===== src/rtl/core_accu_pkg.sv =====
// Shared types and width defaults for the accumulation stage.
// The width macros normally come from the core-wide defines, so quant and accu widths agree.
`ifndef IDATA_WIDTH
`define IDATA_WIDTH 16
`endif
`ifndef ODATA_WIDTH
`define ODATA_WIDTH 24
`endif
`ifndef CDATA_ACCU_NUM_WIDTH
`define CDATA_ACCU_NUM_WIDTH 10
`endif

package core_accu_pkg;

  localparam int unsigned IdataWidthDef = `IDATA_WIDTH;
  localparam int unsigned OdataWidthDef = `ODATA_WIDTH;
  localparam int unsigned AccuNumWidthDef = `CDATA_ACCU_NUM_WIDTH;

  typedef enum logic [0:0] {
    StIdle,
    StAccum
  } accu_state_e;

endpackage


===== src/rtl/core_accu_if.sv =====
// Data-in / result-out bundle between the MAC array, the accumulator and the quant stage.
interface core_accu_if #(
  parameter int unsigned IDATA_WIDTH = 16,
  parameter int unsigned ODATA_WIDTH = 24
);
  logic [IDATA_WIDTH-1:0] idata;
  logic                   idata_valid;
  logic [ODATA_WIDTH-1:0] odata;
  logic                   odata_valid;
  logic                   odata_sat;

  modport master (
    output idata,
    output idata_valid,
    input  odata,
    input  odata_valid,
    input  odata_sat
  );

  modport slave (
    input  idata,
    input  idata_valid,
    output odata,
    output odata_valid,
    output odata_sat
  );
endinterface


===== src/rtl/core_accu_sat_add.sv =====
// Combinational signed saturating adder: WIDTH + WIDTH -> WIDTH with an overflow flag.
module core_accu_sat_add #(
  parameter int unsigned WIDTH = 24
) (
  input  logic signed [WIDTH-1:0] a_i,
  input  logic signed [WIDTH-1:0] b_i,
  output logic signed [WIDTH-1:0] sum_o,
  output logic                    ovf_o
);

  logic [WIDTH:0] full;

  always_comb begin
    full  = {a_i[WIDTH-1], a_i} + {b_i[WIDTH-1], b_i};
    // Overflow when the extra sign bit disagrees with the result sign bit.
    ovf_o = full[WIDTH] ^ full[WIDTH-1];
    if (!ovf_o) begin
      sum_o = full[WIDTH-1:0];
    end else if (full[WIDTH]) begin
      sum_o = {1'b1, {(WIDTH-1){1'b0}}};
    end else begin
      sum_o = {1'b0, {(WIDTH-1){1'b1}}};
    end
  end

endmodule


===== src/rtl/core_accu.sv =====
// Accumulates windows of signed partial products with saturation ahead of the quantizer.
// One registered result per window; back-to-back windows need no idle cycle.
module core_accu
  import core_accu_pkg::*;
#(
  parameter int unsigned IDATA_WIDTH          = IdataWidthDef,
  parameter int unsigned ODATA_WIDTH          = OdataWidthDef,
  parameter int unsigned CDATA_ACCU_NUM_WIDTH = AccuNumWidthDef
) (
  input  logic                            clk,
  input  logic                            rstn,
  input  logic [CDATA_ACCU_NUM_WIDTH-1:0] cfg_acc_num,
  input  logic                            acc_clear,
  core_accu_if.slave                      bus
);

  localparam int unsigned CW = CDATA_ACCU_NUM_WIDTH;
  localparam int unsigned OW = ODATA_WIDTH;

  accu_state_e          state_q, state_d;
  logic [CW-1:0]        cnt_q, cnt_d;
  logic [CW-1:0]        len_q, len_d;
  logic signed [OW-1:0] acc_q, acc_d;
  logic                 sticky_q, sticky_d;
  logic [OW-1:0]        odata_q, odata_d;
  logic                 ovalid_q, ovalid_d;
  logic                 osat_q, osat_d;

  logic signed [OW-1:0] idata_sext;
  logic signed [OW-1:0] add_sum;
  logic                 add_ovf;

  logic                 first;
  logic [CW-1:0]        win_len;
  logic [CW-1:0]        cnt_inc;
  logic signed [OW-1:0] step_sum;
  logic                 step_sat;

  assign idata_sext = {{(OW-IDATA_WIDTH){bus.idata[IDATA_WIDTH-1]}}, bus.idata};

  core_accu_sat_add #(
    .WIDTH (OW)
  ) u_sat_add (
    .a_i   (acc_q),
    .b_i   (idata_sext),
    .sum_o (add_sum),
    .ovf_o (add_ovf)
  );

  // A new window latches its length from cfg; later inputs use the latched value.
  always_comb begin
    first    = (state_q == StIdle);
    win_len  = len_q;
    cnt_inc  = cnt_q + CW'(1);
    step_sum = add_sum;
    step_sat = sticky_q | add_ovf;
    if (first) begin
      win_len  = (cfg_acc_num == '0) ? CW'(1) : cfg_acc_num;
      cnt_inc  = CW'(1);
      step_sum = idata_sext;
      step_sat = 1'b0;
    end
  end

  always_comb begin
    state_d  = state_q;
    cnt_d    = cnt_q;
    len_d    = len_q;
    acc_d    = acc_q;
    sticky_d = sticky_q;
    odata_d  = odata_q;
    ovalid_d = 1'b0;
    osat_d   = osat_q;

    if (acc_clear) begin
      state_d  = StIdle;
      cnt_d    = '0;
      acc_d    = '0;
      sticky_d = 1'b0;
    end else if (bus.idata_valid) begin
      if (cnt_inc == win_len) begin
        state_d  = StIdle;
        cnt_d    = '0;
        acc_d    = '0;
        sticky_d = 1'b0;
        odata_d  = step_sum;
        ovalid_d = 1'b1;
        osat_d   = step_sat;
      end else begin
        state_d  = StAccum;
        cnt_d    = cnt_inc;
        len_d    = win_len;
        acc_d    = step_sum;
        sticky_d = step_sat;
      end
    end
  end

  always_ff @(posedge clk or negedge rstn) begin
    if (!rstn) begin
      state_q  <= StIdle;
      cnt_q    <= '0;
      len_q    <= '0;
      acc_q    <= '0;
      sticky_q <= 1'b0;
      odata_q  <= '0;
      ovalid_q <= 1'b0;
      osat_q   <= 1'b0;
    end else begin
      state_q  <= state_d;
      cnt_q    <= cnt_d;
      len_q    <= len_d;
      acc_q    <= acc_d;
      sticky_q <= sticky_d;
      odata_q  <= odata_d;
      ovalid_q <= ovalid_d;
      osat_q   <= osat_d;
    end
  end

  assign bus.odata       = odata_q;
  assign bus.odata_valid = ovalid_q;
  assign bus.odata_sat   = osat_q;

endmodule


===== src/flat_wrapper.sv =====
// flat-port wrapper written by rule: the top's interface ports become plain ports
module core_accu_flat import core_accu_pkg::*;
#(
  parameter int unsigned IDATA_WIDTH          = IdataWidthDef,
  parameter int unsigned ODATA_WIDTH          = OdataWidthDef,
  parameter int unsigned CDATA_ACCU_NUM_WIDTH = AccuNumWidthDef
)
  (clk, rstn, cfg_acc_num, acc_clear, bus_idata, bus_idata_valid, bus_odata, bus_odata_valid, bus_odata_sat);
  core_accu_if #(.IDATA_WIDTH(IDATA_WIDTH), .ODATA_WIDTH(ODATA_WIDTH)) bus_i ();
  input  logic clk;
  input  logic rstn;
  input  logic [CDATA_ACCU_NUM_WIDTH-1:0] cfg_acc_num;
  input  logic acc_clear;
  input wire logic [$bits(bus_i.idata)-1:0] bus_idata;
  input wire logic [$bits(bus_i.idata_valid)-1:0] bus_idata_valid;
  output wire logic [$bits(bus_i.odata)-1:0] bus_odata;
  output wire logic [$bits(bus_i.odata_valid)-1:0] bus_odata_valid;
  output wire logic [$bits(bus_i.odata_sat)-1:0] bus_odata_sat;
  assign bus_i.idata = bus_idata;
  assign bus_i.idata_valid = bus_idata_valid;
  assign bus_odata = bus_i.odata;
  assign bus_odata_valid = bus_i.odata_valid;
  assign bus_odata_sat = bus_i.odata_sat;
  core_accu #(.IDATA_WIDTH(IDATA_WIDTH), .ODATA_WIDTH(ODATA_WIDTH), .CDATA_ACCU_NUM_WIDTH(CDATA_ACCU_NUM_WIDTH)) u_core (.clk(clk), .rstn(rstn), .cfg_acc_num(cfg_acc_num), .acc_clear(acc_clear), .bus(bus_i));
endmodule

===== config.mk =====
export PLATFORM = sky130hd
export DESIGN_NAME = core_accu_flat
export DESIGN_NICKNAME = d
export VERILOG_FILES = /design/src/rtl/core_accu_pkg.sv /design/src/rtl/core_accu_if.sv /design/src/rtl/core_accu_sat_add.sv /design/src/rtl/core_accu.sv /design/src/flat_wrapper.sv
export SDC_FILE = /design/constraint.sdc
export NUM_CORES = 1
export LEC_CHECK = 0
export ABC_AREA = 1
export BUFFER_PORTS_ARGS = -buffer_cell sky130_fd_sc_hd__buf_2
export CORE_ASPECT_RATIO = 0.5
export CORE_MARGIN = 4
export CORE_UTILIZATION = 38
export DETAILED_ROUTE_END_ITERATION = 7
export GPL_ROUTABILITY_DRIVEN = 0
export GPL_TIMING_DRIVEN = 0
export PLACE_DENSITY = 0.68
export REMOVE_ABC_BUFFERS = 1
export SETUP_SLACK_MARGIN = 0.5
export SLEW_MARGIN = 20
export SYNTH_ARGS = -nofsm -noshare
export SYNTH_HDL_FRONTEND = slang
export SYNTH_SLANG_ARGS = --single-unit
export TNS_END_PERCENT = 30

===== constraint.sdc =====
create_clock -name clk -period 5.5 [get_ports clk]
set_input_delay 0 -clock clk [delete_from_list [all_inputs] [get_ports clk]]
set_output_delay 0 -clock clk [all_outputs]
set_load 0.02 [all_outputs]

==> impl_metrics.ini, run 1 <==
[cells_and_area]
drive_gt1_share_pct = 13.0
multi_input_area_um2 = 2990
diodes = 0
seq_area_um2 = 1800
postLayoutCoreUtil_pct = 46.1
final_common_cell = nand2_1
fin_nets = 879
fill_cells = 1348
most-common-layout-cells = 332 x nand2_1, 71 x nand3_1, 71 x dfrtp_1
fin_area_um2 = 5990
syn2layout_area_growth_pct = 15.4

[worst_setup_path]
cp-start-kind = flop
critPathCapture = u_core.bus.odata[20]$_DFFE_PN0P_
cpMostUsedCell = nand2_1
end_kind = flop
path_cells = ha_1 -> fa_1 -> nand2_1 -> nand3_1 -> nand3_1 -> nand2_2 -> nand2_1 -> nand3_1 -> nand2_1 -> nand2_1 -> nand2_2 -> nor2_1 -> nor2_2 -> nand3_1 -> nand2_1
slowest_delay_ns = 0.55
cp_data_arrival_time_ns = 3.32
reg2reg_from = u_core.acc_q[0]$_DFFE_PN0P_
crit_type = flop to flop
crit_buf_inv = 0
required_ns = 5.78
reg2reg_depth = 15
path_depth = 15
crit_start = u_core.acc_q[0]$_DFFE_PN0P_
cp_top_family = simple AND/OR/NAND/NOR gates
r2r_slack_ns = 2.45
cp_max_fo = 16
cpMaxStageDelayCell = nor2_2
r2r-end = u_core.bus.odata[20]$_DFFE_PN0P_

[global_routing]
grt_pass1_vias = 4810
grt_antenna_before_repair = 0
grt_usage_pct = 17.7
grt_max_degree = 56
gr-total-overflow = 0
grt_pass1_wl_mm = 23.1

[drt]
drtAntennaViolNets = 0
wl_mm = 13.6
avgViaCountPerCell = 5.02
drt-pass1-iter-count = 5
wl_per_cell_um = 13.6
vias = 5006
detail_route.drc_violations = 0
drtIter0Drc = 360

[clock_network]
cts_made_buffers = 9
cts_setup_buffers = 0
post_cts_resized = 0
cts_buffer_depth = 2
htree_levels = 3
clock_sinks = 72
clock-root-buffer = clkbuf_16
clkLatencyLatePin_ns = 0.34
cts_tree = built
clk_pin_slew_ns = 0.06

[synthesis]
ys_seq_elements = 72
yosysSeqAreaShare_pct = 34.7
syn_inst = 774
synth_edf_count = 0
ys_types = 37
ys_warn_count = 0
async_flop_share_pct = 100
netlist_area_um2 = 5190
synth_area_per_cell_um2 = 6.70
synth_flop_cell = dfrtp_1

[floorplan]
die_w_um = 173
die_y_um = 90.6
core-area_um2 = 13000
ios = 56
initial_utilization_pct = 39.9
die_area_um2 = 15700
rows = 29

[hold_path]
holdCritPathClass = input port to flop

[timing]
fin_crit_sh_pct = 55.4
rsz0062_at_grt = no
fmax_mhz = 328
skew_ns = 0.00770
setup_viol = 0
worst_pin_slew_ns = 0.784
hold_ws_ns = 0.00571
setup_tns_ns = 0
hold_viol_final = 0
layout_setup_ws_ns = 2.45
finalCriticalPeriod_ns = 3.05
slew_violations = 0
slew_headroom_pct = 47.6

[power]
switching_power_w = 0.000541
pwr-share-seq_pct = 35.1
ir_drop_v = 0.000171
powerDensity_nw_per_um2 = 283
clock_power_share_pct = 39.5
sw_frac_of_total_pct = 31.9
p_int_w = 0.00115
p_leak_nw = 3.30
comb_power_share_pct = 25.4

[run_status]
status = finished clean

[placed_design]
numPortBuffers = 55
hpwl_mm = 9.69
place_ws_ns = 2.48
placedInstanceArea_um2 = 5640

[run]
cap_violations = 0
-- synth_stat cells (3+ instances only) --
master / n / area share (%)
nor3_1: 5 / 0.48
nand4_1: 15 / 1.8
xor2_1: 8 / 1.4
dfrtp_1: 72 / 35
o22ai_1: 7 / 0.84
nand2_1: 332 / 24
inv_1: 66 / 4.8
nand3_2: 3 / 0.58
nand2_2: 5 / 0.60
buf_2: 8 / 0.77
nand3b_1: 6 / 0.87
ha_1: 25 / 6.0
a21oi_1: 21 / 2.0
xnor2_1: 8 / 1.4
o21ai_1: 5 / 0.48
inv_2: 4 / 0.29
and2_1: 3 / 0.36
or2_2: 8 / 0.96
nor2_2: 6 / 0.72
nor2_1: 49 / 3.5
clkbuf_1: 4 / 0.29
buf_4: 4 / 0.58
buf_6: 4 / 0.87
o21ai_0: 19 / 1.8
nand3_1: 71 / 6.8
o21bai_1: 5 / 0.72
-- kinds of logic after synthesis --
family                     count (synthesis)  synth area share (%)
and+or+nand+nor                          507                  42.0
buffers and inverters                     93                  7.84
DFF                                       72                  34.7
AOI/OAI and AO/OA                         60                  6.34
adders and majority gates                 26                  6.42
xor gates and xnor gates                  16                  2.70
-- layout make-up --
cell class              count  share of cell area (%)
multi-input cells         609                    50.0
flip-flops and latches     72                    30.1
repair buffers             59                    6.06
inverters                  72                    4.56
clock buffers              12                    4.45
well taps                 170                    3.55
clock inverters             4                    1.25
-- per-stage QoR --
step / power, W / std cells
after floorplan: 0.000905 / 753
after global placement: 0.00102 / 978
after detailed placement: 0.00103 / 981
after CTS: 0.00171 / 998
after global routing: 0.00180 / 998
final: 0.00170 / 998
-- timing repair --
item,in CTS,in global routing
setup endpoints to repair,0,0
hold buffers,1,0
hold endpoints to repair,72,0
-- worst min-delay path by stage --
stage / start / end / slack [ns] / depth (start not counted)
finish: bus_idata[11] / u_core.acc_q[11]$_DFFE_PN0P_ / 0.006 / 5
global route: bus_idata[2] / u_core.bus.odata[2]$_DFFE_PN0P_ / 0.02 / 4
CTS: bus_idata[4] / u_core.acc_q[4]$_DFFE_PN0P_ / 0.003 / 4
detailed placement: rstn / u_core.len_q[7]$_DFFE_PN0P_ / -0.1 / 1
global placement: bus_idata[5] / u_core.acc_q[5]$_DFFE_PN0P_ / 0.34 / 4
floorplan: rstn / u_core.acc_q[0]$_DFFE_PN0P_ / -0.30 / 0
-- layer usage --
layer | up-vias | GRT usage (%) | wire length [um]
li1 | 2566 | - | -
met1 | 2312 | 24.4 | 6650
met2 | 118 | 28.3 | 6130
met3 | 10 | 3.93 | 668
met4 | 0 | 4.18 | 116
met5 | - | 0 | 0
-- power groups by stage --
stage	Combinational (W)	Sequential [W]	Clock, W
2_1_floorplan	0.000291	0.000614	0
3_3_place_gp	0.000406	0.000609	0
3_5_place_dp	0.000427	0.000604	0
4_1_cts	0.000431	0.000595	0.000683
5_1_grt	0.000490	0.000601	0.000707
6_report	0.000431	0.000595	0.000669
-- registers in the layout (all words and copies together) (netlist names) --
| signal | count |
|---|---|
| u_core.bus.odata_sat | 1 |
| u_core.cnt_q | 10 |
| u_core.len_q | 10 |
| u_core.bus.odata | 24 |
| u_core.acc_q | 24 |
| u_core.sticky_q | 1 |
| u_core.state_q | 1 |
| u_core.bus.odata_valid | 1 |
-- tightest hold or removal path, delay by kind of cell --
| kind | cells | cell delay [ns] |
|---|---|---|
| AO/OA/AOI/OAI | 1 | 0.06 |
| buffers and inverters | 1 | 0.09 |
| AND/OR/NAND/NOR | 3 | 0.16 |
(Power assumes the default switching activity.)
==> inputs of run 2 (changes only) <==
--- a/config.mk
+++ b/config.mk
@@ -5,7 +5,7 @@
 export SDC_FILE = /design/constraint.sdc
 export NUM_CORES = 1
 export LEC_CHECK = 0
-export ABC_AREA = 1
+export ABC_AREA = 0
 export BUFFER_PORTS_ARGS = -buffer_cell sky130_fd_sc_hd__buf_2
 export CORE_ASPECT_RATIO = 0.5
 export CORE_MARGIN = 4
@@ -13,7 +13,7 @@
 export DETAILED_ROUTE_END_ITERATION = 7
 export GPL_ROUTABILITY_DRIVEN = 0
 export GPL_TIMING_DRIVEN = 0
-export PLACE_DENSITY = 0.68
+export PLACE_DENSITY = 0.7
 export REMOVE_ABC_BUFFERS = 1
 export SETUP_SLACK_MARGIN = 0.5
 export SLEW_MARGIN = 20
==> constraint.sdc (replaced) <==
create_clock -name clk -period 2.69 [get_ports clk]
set_input_delay 0 -clock clk [delete_from_list [all_inputs] [get_ports clk]]
set_output_delay 0 -clock clk [all_outputs]
set_load 0.02 [all_outputs]
==> impl_metrics.ini, run 2 <==
[placed_design]
numPortBuffers = 55
dp_cells = 731
hpwl_mm = 8.63
place_ws_ns = -0.726
placedInstanceArea_um2 = 5200

[synthesis]
yosysTopAreaCellShare_pct = 37.9
yosysSeqAreaShare_pct = 37.9
syn_inst = 535
ys_warn_count = 0
ys_types = 62
yosysMostFrequentCell = nand2_1
synth_edf_count = 0
synth_area_per_cell_um2 = 8.88
synth_area_leaders = dfrtp_1 38%, ha_1 6.6%, nand2_1 6.2%, a21oi_1 5.1%, o21ai_0 3.7%
ys_seq_elements = 72
synth_commonest_cells = 78 x nand2_1, 72 x dfrtp_1, 48 x a21oi_1
yosysTopAreaCell = dfrtp_1
synth_flop_cell = dfrtp_1
async_flop_share_pct = 100
netlist_area_um2 = 4750

[global_routing]
grt_pass1_vias = 4471
grt_pass1_wl_mm = 22.5
gr-total-overflow = 0
grt_antenna_before_repair = 1
grt_max_degree = 59
grt_usage_pct = 19.0

[run]
cap_violations = 0

[worst_setup_path]
cp_data_arrival_time_ns = 2.99
cp-start-kind = flop
r2r-end = u_core.acc_q[5]$_DFFE_PN0P_
reg2reg_depth = 11
cp_max_fo = 7
required_ns = 2.91
r2r_slack_ns = -0.09
crit_buf_inv = 1
cp_top_family = compound AO/OA/AOI/OAI gates
slowest_delay_ns = 0.41
end_kind = flop
reg2reg_from = u_core.acc_q[0]$_DFFE_PN0P_
crit_type = flop to flop
cpMaxStageDelayCell = dfrtp_1
path_cells = ha_4 -> fa_2 -> a211oi_2 -> o211ai_1 -> nand3_2 -> nand3_4 -> a211oi_4 -> buf_4 -> nor2_4 -> a21oi_2 -> o31ai_1

[power]
powerDensity_nw_per_um2 = 544
ir_drop_v = 0.000318
fin_total_pwr_w = 0.00364
p_leak_nw = 2.84

[timing]
finalCriticalPeriod_ns = 2.78
setup_viol = 26
layout_setup_ws_ns = -0.0878
fin_crit_sh_pct = 103
rsz0062_at_grt = yes
slew_headroom_pct = 67.9
skew_ns = 0.00612
worst_pin_slew_ns = 0.481
hold_viol_final = 0
slew_violations = 0
fmax_mhz = 360

[hold_path]
hold_depth = 3
hold-path-endpoint = u_core.bus.odata[8]$_DFFE_PN0P_
hold_start = bus_idata[8]
holdCritPathClass = input port to flop

[drt]
wl_mm = 14.6
drtAntennaViolNets = 0
detail_route.drc_violations = 0
drtIter0Drc = 355
vias = 4624
wl_per_cell_um = 18.3
avgViaCountPerCell = 5.81
drt-pass1-iter-count = 5

[cells_and_area]
fin_nets = 682
drive_gt1_share_pct = 36.3
fin_area_um2 = 6700
most-common-layout-cells = 75 x nand2_1, 68 x dfrtp_1, 54 x buf_2
postLayoutCoreUtil_pct = 55.7
fin_cells = 796
syn2layout_area_growth_pct = 41.0
final_common_cell = nand2_1
diodes = 0

[clock_network]
cts_tree = built
cts_buffer_depth = 2
clock_sinks = 72
clock-root-buffer = clkbuf_16
clk_pin_slew_ns = 0.06
htree_levels = 3
clkLatencyLatePin_ns = 0.34
cts_made_buffers = 9

[floorplan]
initial_utilization_pct = 39.5
die_y_um = 87.0
core-area_um2 = 12000
rows = 28
ios = 56
die_area_um2 = 14500
die_w_um = 166

[run_status]
violations = setup timing
status = finished with violations
-- run 2: changes by cell type in the layout (fill, tap and decap cells not counted), sizes merged, moves of 9 or more --
cell,delta
nand2,-258
nand3,-66
inv,-59
buf,+33
a21oi,+26
o21ai,+26
o31ai,+21
nor2,-17
dlygate4sd3,+12
xnor2,+11
a211oi,+9
a21o,+9
mux2,+9
-- run 2: worst register-to-register path, stage by stage (launching register included) --
cell and delay (ns):
dfrtp_1 0.41, ha_4 0.19, fa_2 0.36, a211oi_2 0.28
o211ai_1 0.21, nand3_2 0.17, nand3_4 0.12, a211oi_4 0.35
buf_4 0.18, nor2_4 0.07, a21oi_2 0.20, o31ai_1 0.12
-- run 2: per-layer routing --
layer	vias up	track usage [%]	wire length, um
met5	-	0	7
met4	2	5.69	250
met3	33	3.81	779
met2	173	31.7	6900
met1	2263	25.4	6640
li1	2153	-	-
-- run 2: through the flow --
step           hold WS, ns  TNS [ns]
2_1_floorplan       -0.296    -20.99
3_3_place_gp         0.235    -97.27
3_5_place_dp        -0.122    -39.44
4_1_cts            0.00623    -0.250
5_1_grt             0.0425     -4.84
6_report            0.0338    -0.840
-- run 2: timing repair --
item	in CTS	in global routing
endpoints found under the setup margin	72	72
pin swaps	52	37
resized for setup	91	69
hold buffers	13	0
buffers inserted	21	11
hold endpoints to repair	84	0
cloned	3	1
-- run 2: cell type report --
| type | instances | area (um^2) |
|---|---|---|
| Inverter | 12 | 45.0 |
| Fill cell | 1004 | 5320 |
| Timing Repair Buffer | 104 | 798 |
| Sequential cell | 72 | 1810 |
| Tap cell | 165 | 206 |
| Clock inverter | 3 | 65.1 |
| Clock buffer | 13 | 250 |
| Multi-Input combinational cell | 427 | 3520 |
-- run 2: how the worst max path moves through the flow --
stage | from | endpoint | slack [ns] | cells after the start
2_1_floorplan | u_core.state_q$_DFFE_PN0P_ | u_core.len_q[1]$_DFFE_PN0P_ | -1.00 | 7
3_3_place_gp | u_core.state_q$_DFFE_PN0P_ | u_core.len_q[5]$_DFFE_PN0P_ | -2.85 | 7
3_5_place_dp | u_core.cnt_q[0]$_DFFE_PN0P_ | u_core.len_q[9]$_DFFE_PN0P_ | -0.73 | 8
4_1_cts | u_core.acc_q[0]$_DFFE_PN0P_ | u_core.bus.odata[12]$_DFFE_PN0P_ | -0.05 | 11
5_1_grt | u_core.acc_q[0]$_DFFE_PN0P_ | u_core.acc_q[5]$_DFFE_PN0P_ | -0.19 | 11
6_report | u_core.acc_q[0]$_DFFE_PN0P_ | u_core.acc_q[5]$_DFFE_PN0P_ | -0.09 | 11
-- run 2: logic make-up (layout without fill, tap and decap cells) --
kind of cell	Yosys count	count (layout)	synth area share (%)
AO/OA/AOI/OAI	185	185	26.0
XOR/XNOR	35	35	6.75
adder cells (fa/ha/maj)	26	26	7.01
buffers and inverters	39	132	3.69
flip-flops	72	72	37.9
multiplexers	9	9	2.13
AND/OR/NAND/NOR	169	172	16.4
-- run 2: where the power goes --
| part | switching (W) | internal [W] |
|---|---|---|
| sequential | 0.0000677 | 0.00116 |
| combinational | 0.000610 | 0.000514 |
| clock | 0.000454 | 0.000837 |
==> inputs of run 3 (changes only) <==
--- a/config.mk
+++ b/config.mk
@@ -9,11 +9,11 @@
 export BUFFER_PORTS_ARGS = -buffer_cell sky130_fd_sc_hd__buf_2
 export CORE_ASPECT_RATIO = 0.5
 export CORE_MARGIN = 4
-export CORE_UTILIZATION = 38
+export CORE_UTILIZATION = 45
 export DETAILED_ROUTE_END_ITERATION = 7
 export GPL_ROUTABILITY_DRIVEN = 0
 export GPL_TIMING_DRIVEN = 0
-export PLACE_DENSITY = 0.7
+export PLACE_DENSITY = 0.79
 export REMOVE_ABC_BUFFERS = 1
 export SETUP_SLACK_MARGIN = 0.5
 export SLEW_MARGIN = 20
==> impl_metrics.ini, run 3 (synthesis gave the netlist of run 2 again) <==
[run_status]
status = finished with violations
violations = DRC, setup timing

[drt]
detail_route.drc_violations = 1
drtAntennaViolNets = 0
avgViaCountPerCell = 6.66
wl_mm = 17.3
wl_per_cell_um = 22.1
drt-pass1-iter-count = 8
vias = 5192
drtIter0Drc = 658

[worst_setup_path]
slowest_delay_ns = 0.45
path_cells = ha_4 -> o211ai_1 -> o211ai_1 -> nand3_2 -> nand3_4 -> a211oi_4 -> buf_6 -> buf_6 -> nor3_1 -> o22ai_2 -> o21ai_1
cpMaxStageDelayCell = dfrtp_1
cp_max_fo = 4
required_ns = 2.95
cp-start-kind = flop
end_kind = flop
crit_buf_inv = 2
cp_top_family = compound AO/OA/AOI/OAI gates
cp_data_arrival_time_ns = 3.11
crit_type = flop to flop

[floorplan]
initial_utilization_pct = 46.3
ios = 56
core-area_um2 = 10200
rows = 26
die_w_um = 153
die_y_um = 80.6
die_area_um2 = 12400

[placed_design]
numPortBuffers = 55
hpwl_mm = 8.29
placedInstanceArea_um2 = 5160

[timing]
hold_viol_final = 0
rsz0062_at_grt = yes
layout_setup_ws_ns = -0.165
fin_crit_sh_pct = 106
skew_ns = 0.0155
worst_pin_slew_ns = 0.450
setup_viol = 43
finalCriticalPeriod_ns = 2.86
slew_headroom_pct = 69.9
fmax_mhz = 350
slew_violations = 0

[clock_network]
cts_made_buffers = 9
cts_buffer_depth = 2
clock_sinks = 72
clock-root-buffer = clkbuf_16
clkLatencyLatePin_ns = 0.35
htree_levels = 3
cts_tree = built
clk_pin_slew_ns = 0.07

[global_routing]
grt_max_degree = 44
grt_usage_pct = 22.9
gr-total-overflow = 0
grt_antenna_before_repair = 0
grt_pass1_vias = 4628
grt_pass1_wl_mm = 22.9

[cells_and_area]
drive_gt1_share_pct = 40.2
final_common_cell = nand2_1
seq_area_um2 = 1810
fill_cells = 697
multi_input_area_um2 = 3570
syn2layout_area_growth_pct = 42.3
diodes = 0
postLayoutCoreUtil_pct = 65.9
most-common-layout-cells = 74 x nand2_1, 66 x dfrtp_1, 54 x buf_2
fin_area_um2 = 6760
fin_nets = 692

[power]
sw_frac_of_total_pct = 34.6
comb_power_share_pct = 34.2
powerDensity_nw_per_um2 = 519
clock_power_share_pct = 30.8
pwr-share-seq_pct = 35.1
ir_drop_v = 0.000323
switching_power_w = 0.00121
p_leak_nw = 2.90
p_int_w = 0.00229

[hold_path]
holdCritPathClass = input port to flop

[run]
cap_violations = 0
## run 3: cell count changes in the layout (fill, tap and decap cells not counted), moves of 5 or more
cell / delta
a21oi_2: +6
ha_4: -5
buf_6: +6
ha_2: +5
a21oi_1: -7
## run 3: worst paths after layout
check	from	end	slack, ns	cells after the start
setup / recovery	u_core.acc_q[4]$_DFFE_PN0P_	u_core.acc_q[4]$_DFFE_PN0P_	-0.17	11
max in group asynchronous	rstn	u_core.state_q$_DFFE_PN0P_	1.94	3
min in group asynchronous	rstn	u_core.bus.odata[18]$_DFFE_PN0P_	0.13	2
hold / removal	bus_idata[10]	u_core.bus.odata[10]$_DFFE_PN0P_	0.006	3
hold reg to reg	u_core.bus.odata[18]$_DFFE_PN0P_	u_core.bus.odata[18]$_DFFE_PN0P_	0.48	2
setup reg to reg	u_core.acc_q[4]$_DFFE_PN0P_	u_core.acc_q[4]$_DFFE_PN0P_	-0.17	11
## run 3: timing repair
| item | in CTS | in global routing |
|---|---|---|
| hold buffers | 15 | 0 |
| cloned | 3 | 1 |
| pin swaps | 39 | 56 |
| buffers inserted | 26 | 14 |
| hold endpoints to repair | 86 | 0 |
| endpoints found under the setup margin | 72 | 72 |
| gates resized for setup | 99 | 91 |
## run 3: final cells by class
class / instances / area share [%]
Multi-Input combinational cell: 428 / 52.9
Inverter: 12 / 0.667
Tap cell: 140 / 2.59
Timing Repair Buffer: 113 / 13.2
Clock inverter: 4 / 0.333
Clock buffer: 11 / 3.45
Sequential cell: 72 / 26.8
## run 3: through the flow
stage | worst slack (ns) | hold WS, ns | total power, W | setup TNS (ns) | std cells
3_5_place_dp | -0.869 | -0.0440 | 0.00196 | -43.72 | 706
5_1_grt | -0.211 | 0.0270 | 0.00364 | -6.34 | 780
6_report | -0.165 | 0.00559 | 0.00351 | -2.61 | 780
2_1_floorplan | -1.00 | -0.296 | 0.00174 | -20.99 | 508
4_1_cts | -0.0511 | 0.00539 | 0.00321 | -0.435 | 765
3_3_place_gp | -2.80 | 0.234 | 0.00193 | -95.61 | 703
## run 3: worst reg2reg max path, cell delays in order, from the launching register on
cell and delay (ns):
dfrtp_1 0.45, ha_4 0.33, o211ai_1 0.14, o211ai_1 0.40, nand3_2 0.23, nand3_4 0.16
a211oi_4 0.08, buf_6 0.14, buf_6 0.13, nor3_1 0.33, o22ai_2 0.14, o21ai_1 0.22
## run 3: power by group through the flow
stage / sequential [W] / clock [W] / combinational, W
6_report: 0.00123 / 0.00108 / 0.00120
5_1_grt: 0.00124 / 0.00114 / 0.00127
4_1_cts: 0.00121 / 0.00108 / 0.000920
3_5_place_dp: 0.00123 / 0 / 0.000722
3_3_place_gp: 0.00123 / 0 / 0.000692
2_1_floorplan: 0.00123 / 0 / 0.000517
## run 3: layer usage
layer	GRT usage (%)	vias up	part of all wire, %
met5	0	-	0
met4	9.78	0	6.8
met3	4.79	150	9.9
met2	39.3	427	45
met1	28.5	2450	38
li1	-	2165	-
